[src/rtl/mem_controller.sv]
// Multi-channel arbiter between LSU consumers and external memory channels.
// Each channel owns at most one consumer at a time and relays one read or write transaction.
module mem_controller #(
    parameter int unsigned ADDR_BITS     = 8,
    parameter int unsigned DATA_BITS     = 8,
    parameter int unsigned NUM_CONSUMERS = 4,
    parameter int unsigned NUM_CHANNELS  = 1,
    parameter bit          WRITE_ENABLE  = 1'b1
) (
    input  logic                     clk,
    input  logic                     reset,

    input  logic [NUM_CONSUMERS-1:0] consumer_read_valid,
    input  logic [ADDR_BITS-1:0]     consumer_read_address [NUM_CONSUMERS],
    output logic [NUM_CONSUMERS-1:0] consumer_read_ready,
    output logic [DATA_BITS-1:0]     consumer_read_data    [NUM_CONSUMERS],

    input  logic [NUM_CONSUMERS-1:0] consumer_write_valid,
    input  logic [ADDR_BITS-1:0]     consumer_write_address [NUM_CONSUMERS],
    input  logic [DATA_BITS-1:0]     consumer_write_data    [NUM_CONSUMERS],
    output logic [NUM_CONSUMERS-1:0] consumer_write_ready,

    output logic [NUM_CHANNELS-1:0]  mem_read_valid,
    output logic [ADDR_BITS-1:0]     mem_read_address [NUM_CHANNELS],
    input  logic [NUM_CHANNELS-1:0]  mem_read_ready,
    input  logic [DATA_BITS-1:0]     mem_read_data    [NUM_CHANNELS],

    output logic [NUM_CHANNELS-1:0]  mem_write_valid,
    output logic [ADDR_BITS-1:0]     mem_write_address [NUM_CHANNELS],
    output logic [DATA_BITS-1:0]     mem_write_data    [NUM_CHANNELS],
    input  logic [NUM_CHANNELS-1:0]  mem_write_ready
);

    localparam int unsigned IdxW = (NUM_CONSUMERS > 1) ? $clog2(NUM_CONSUMERS) : 1;

    typedef enum logic [2:0] {
        StIdle,
        StReadWaiting,
        StWriteWaiting,
        StReadRelaying,
        StWriteRelaying
    } state_e;

    state_e                   state_q  [NUM_CHANNELS];
    logic [IdxW-1:0]          owner_q  [NUM_CHANNELS];
    logic [ADDR_BITS-1:0]     addr_q   [NUM_CHANNELS];
    logic [DATA_BITS-1:0]     wdata_q  [NUM_CHANNELS];
    logic [NUM_CHANNELS-1:0]  mrv_q;
    logic [NUM_CHANNELS-1:0]  mwv_q;
    logic [NUM_CONSUMERS-1:0] claim_q;
    logic [NUM_CONSUMERS-1:0] crr_q;
    logic [NUM_CONSUMERS-1:0] cwr_q;
    logic [DATA_BITS-1:0]     crd_q    [NUM_CONSUMERS];

    logic [NUM_CHANNELS-1:0]  grant_vld;
    logic [NUM_CHANNELS-1:0]  grant_wr;
    logic [IdxW-1:0]          grant_idx [NUM_CHANNELS];
    logic [NUM_CONSUMERS-1:0] taken;

    // Lower channels pick first; each pick is marked taken so later channels skip it.
    always_comb begin
        taken = claim_q;
        for (int ch = 0; ch < NUM_CHANNELS; ch++) begin
            grant_vld[ch] = 1'b0;
            grant_wr[ch]  = 1'b0;
            grant_idx[ch] = '0;
            if (state_q[ch] == StIdle) begin
                for (int c = 0; c < NUM_CONSUMERS; c++) begin
                    if (!grant_vld[ch] && !taken[c]) begin
                        if (consumer_read_valid[c]) begin
                            grant_vld[ch] = 1'b1;
                            grant_idx[ch] = IdxW'(c);
                        end else if (WRITE_ENABLE && consumer_write_valid[c]) begin
                            grant_vld[ch] = 1'b1;
                            grant_wr[ch]  = 1'b1;
                            grant_idx[ch] = IdxW'(c);
                        end
                    end
                end
                if (grant_vld[ch]) begin
                    taken[grant_idx[ch]] = 1'b1;
                end
            end
        end
    end

    always_ff @(posedge clk) begin
        if (reset) begin
            for (int ch = 0; ch < NUM_CHANNELS; ch++) begin
                state_q[ch] <= StIdle;
                owner_q[ch] <= '0;
                addr_q[ch]  <= '0;
                wdata_q[ch] <= '0;
            end
            for (int c = 0; c < NUM_CONSUMERS; c++) begin
                crd_q[c] <= '0;
            end
            mrv_q   <= '0;
            mwv_q   <= '0;
            claim_q <= '0;
            crr_q   <= '0;
            cwr_q   <= '0;
        end else begin
            for (int ch = 0; ch < NUM_CHANNELS; ch++) begin
                unique case (state_q[ch])
                    StIdle: begin
                        if (grant_vld[ch]) begin
                            owner_q[ch]             <= grant_idx[ch];
                            claim_q[grant_idx[ch]]  <= 1'b1;
                            if (grant_wr[ch]) begin
                                addr_q[ch]  <= consumer_write_address[grant_idx[ch]];
                                wdata_q[ch] <= consumer_write_data[grant_idx[ch]];
                                mwv_q[ch]   <= 1'b1;
                                state_q[ch] <= StWriteWaiting;
                            end else begin
                                addr_q[ch]  <= consumer_read_address[grant_idx[ch]];
                                mrv_q[ch]   <= 1'b1;
                                state_q[ch] <= StReadWaiting;
                            end
                        end
                    end
                    StReadWaiting: begin
                        if (mem_read_ready[ch]) begin
                            mrv_q[ch]             <= 1'b0;
                            crr_q[owner_q[ch]]    <= 1'b1;
                            crd_q[owner_q[ch]]    <= mem_read_data[ch];
                            state_q[ch]           <= StReadRelaying;
                        end
                    end
                    StWriteWaiting: begin
                        if (mem_write_ready[ch]) begin
                            mwv_q[ch]             <= 1'b0;
                            cwr_q[owner_q[ch]]    <= 1'b1;
                            state_q[ch]           <= StWriteRelaying;
                        end
                    end
                    StReadRelaying: begin
                        if (!consumer_read_valid[owner_q[ch]]) begin
                            crr_q[owner_q[ch]]    <= 1'b0;
                            crd_q[owner_q[ch]]    <= '0;
                            claim_q[owner_q[ch]]  <= 1'b0;
                            state_q[ch]           <= StIdle;
                        end
                    end
                    StWriteRelaying: begin
                        if (!consumer_write_valid[owner_q[ch]]) begin
                            cwr_q[owner_q[ch]]    <= 1'b0;
                            claim_q[owner_q[ch]]  <= 1'b0;
                            state_q[ch]           <= StIdle;
                        end
                    end
                    default: state_q[ch] <= StIdle;
                endcase
            end
        end
    end

    assign consumer_read_ready  = crr_q;
    assign consumer_read_data   = crd_q;
    assign consumer_write_ready = WRITE_ENABLE ? cwr_q : '0;
    assign mem_read_valid       = mrv_q;
    assign mem_write_valid      = WRITE_ENABLE ? mwv_q : '0;

    always_comb begin
        for (int ch = 0; ch < NUM_CHANNELS; ch++) begin
            mem_read_address[ch]  = addr_q[ch];
            mem_write_address[ch] = WRITE_ENABLE ? addr_q[ch] : '0;
            mem_write_data[ch]    = WRITE_ENABLE ? wdata_q[ch] : '0;
        end
    end

endmodule

[config.mk]
export PLATFORM = sky130hd
export DESIGN_NAME = mem_controller
export DESIGN_NICKNAME = d
export VERILOG_FILES = /design/src/rtl/mem_controller.sv
export SDC_FILE = /design/constraint.sdc
export NUM_CORES = 1
export LEC_CHECK = 0
export CORE_UTILIZATION = 42
export CTS_BUF_LIST = sky130_fd_sc_hd__clkbuf_4 sky130_fd_sc_hd__clkbuf_8
export DETAILED_ROUTE_END_ITERATION = 16
export PLACE_DENSITY = 0.89
export SYNTH_ARGS = -nofsm -noshare
export SYNTH_HDL_FRONTEND = slang
export SYNTH_SLANG_ARGS = --single-unit
[constraint.sdc]
create_clock -name clk -period 2.75 [get_ports clk]
set_clock_uncertainty 0.15 [all_clocks]
set_input_delay 0.4125 -clock clk [delete_from_list [all_inputs] [get_ports clk]]
set_output_delay 0.4125 -clock clk [all_outputs]
set_load 0.005 [all_outputs]
==> reports/results.tsv <==
metric	value	unit
layout_common_cells	clkdlybuf4s50_1 (181), dfxtp_1 (46), nand2b_1 (40), mux2i_1 (36), buf_4 (22)	
r2r_cells	6	
yosys_warnings	0	
rsz0062_at_grt	false	
fin_crit	2470	ps
cp_max_fo	21	
n_fill_cell	621	
cap_viol_max_count	0	
die_h	94.6	um
dr.pass1.iters	9	
ctsHoldBuffers	0	
hold_slack	328	ps
detail-route-antenna-nets	0	
cts_resized	0	
power_density	696	nW/um^2
drive_gt1_frac	0.128	
grt_pass1_wl	18.7	mm
path_delay_family	compound AO/OA/AOI/OAI gates	
cts.path.max_buffers	2	
initial_utilization	0.436	
yosysSeqAreaShare	0.431	
vias	3614	
whs_path_depth	2	
area_growth	61.6	%
cp-end-kind	flop	
clk_pin_slew	80	ps
hold_viol	0	
die_w	94.6	um
avgSynthCellArea	10.2	um^2
antennaDiodeCount	0	
min_period_over_period	0.899	
synth_fp_nets	470	
path_cells	nor3_1, nand2_1, a21o_1, buf_4, a22oi_1, a21oi_1	
max_freq	404	MHz
cts_setup_buffers	0	
outcome	finished, final reports clean	
core.rowCount	33	
r2r_start	state_q[0][0]	
routed_wl	12.6	mm
worstPathRequired	2690	ps
drt_first_iter_violations	295	
path_buf_inv	1	
htreeDepth	3	
drv_slew	0	
yosysUniqueCellTypes	45	
dp_hpwl	9.49	mm
gp_congestion	0.936	
wire_per_inst	19.3	um
worstMarginPinSlew	743	ps
nets	658	
r2r-end	wdata_q[0][5]	
cts-root-buf	clkbuf_8	
r2r_setup_slack	280	ps
synth.cell_area	3600	um^2
gr-total-overflow	0	
vdd_ir_drop_max	0.000460	V
vias_per_cell	5.54	
port-buffer-count	181	
die-area	8950	um^2
grt_pass1_vias	3579	
finalSetupTns	0	ps
critPathLaunchType	flop	
slowest_delay	480	ps
final_common_cell	clkdlybuf4s50_1	
drc_errors	0	
grt_max_degree	39	
cts_tree	yes	
ys.flop_type	dfxtp_1	
synthArstFlopShare	0	
final_cell_area	5820	um^2
path_class	flop to flop	
synth_edf_count	21	
placed_area	5620	um^2
synth_cells	354	
core_area	8260	um^2
min_path_type	flop to flop	
setup_violations	0	
startpoint	state_q[0][0]	
power_leakage	2.20	nW
track_usage	0.279	
grt_antenna_before_repair	0	
io_pins	182	
worst_ep_arrival_time	2420	ps
ys_ff_latch	67	
clock-sinks	67	
cp_slowest_cell	edfxtp_1	
insertion_delay	350	ps
slew_headroom	0.505	
cts_inserted_buffers	9	
## final cells by class
cell class / count / area [um^2] / area share
Timing Repair Buffer: 206 / 2040 / 0.350
Inverter: 5 / 18.8 / 0.00322
Clock buffer: 9 / 124 / 0.0213
Sequential cell: 67 / 1550 / 0.266
Multi-Input combinational cell: 253 / 1880 / 0.322
Tap cell: 105 / 131 / 0.0226
Clock inverter: 7 / 83.8 / 0.0144
## where the power goes
group	internal (W)	total, W	switching (W)
sequential	0.00126	0.00140	0.000144
combinational	0.000940	0.00178	0.000840
clock	0.000434	0.000870	0.000436
## cell families after synthesis
group,count (synthesis),synth area share
DFF,67,0.431
muxes,58,0.177
and+or+nand+nor,107,0.169
buffers and inverters,34,0.0496
AOI/OAI and AO/OA,88,0.174
## worst max-delay path by stage
stage / depth (start not counted) / endpoint
2_1_floorplan: 6 / addr_q[0][0]
3_3_place_gp: 8 / wdata_q[0][5]
3_5_place_dp: 7 / addr_q[0][7]
4_1_cts: 6 / wdata_q[0][4]
5_1_grt: 5 / addr_q[0][7]
6_report: 6 / wdata_q[0][5]
## routing by layer
metal | vias up | track usage | wire [um]
met5 | - | 0 | 0
met4 | 0 | 0.105 | 274
met3 | 24 | 0.0491 | 881
met2 | 167 | 0.477 | 6360
met1 | 1738 | 0.351 | 5030
li1 | 1685 | - | -
## cell usage after synthesis (2+ instances only)
cell type,number,area (um^2)
a21boi_0,8,60.1
a21o_1,4,30.0
a21oi_1,17,85.1
a222oi_1,16,160
a22oi_1,8,60.1
and3_1,8,50.1
buf_2,2,10.0
buf_4,9,67.6
buf_6,2,22.5
clkbuf_1,15,56.3
dfxtp_1,46,921
edfxtp_1,21,631
inv_1,5,18.8
mux2_2,19,214
mux2i_1,36,360
nand2_1,18,67.6
nand2b_1,40,250
nand3_1,2,10.0
nor2_1,12,45.0
nor2_4,3,33.8
nor2b_1,6,37.5
nor3_1,7,35.0
nor3b_1,2,15.0
o21a_1,2,15.0
o21ai_0,13,65.1
o21bai_1,4,30.0
o22ai_1,11,68.8
## tightest hold or removal path, stage by stage, from the launching register on
cell,delay [ps]
dfxtp_1,310
nand2b_1,60
mux2i_1,60
## per-stage QoR
step | utilization | total power (W) | std cells | worst slack (ps)
after CTS | 0.705 | 0.00404 | 652 | 378
after global placement | 0.680 | 0.00312 | 636 | 75.4
after detailed placement | 0.680 | 0.00317 | 636 | 41.3
final | 0.705 | 0.00405 | 652 | 277
after floorplan | - | 0.00233 | 354 | 321
after global routing | 0.705 | 0.00424 | 652 | 165
Note: power is estimated with default switching activity, not from simulation.
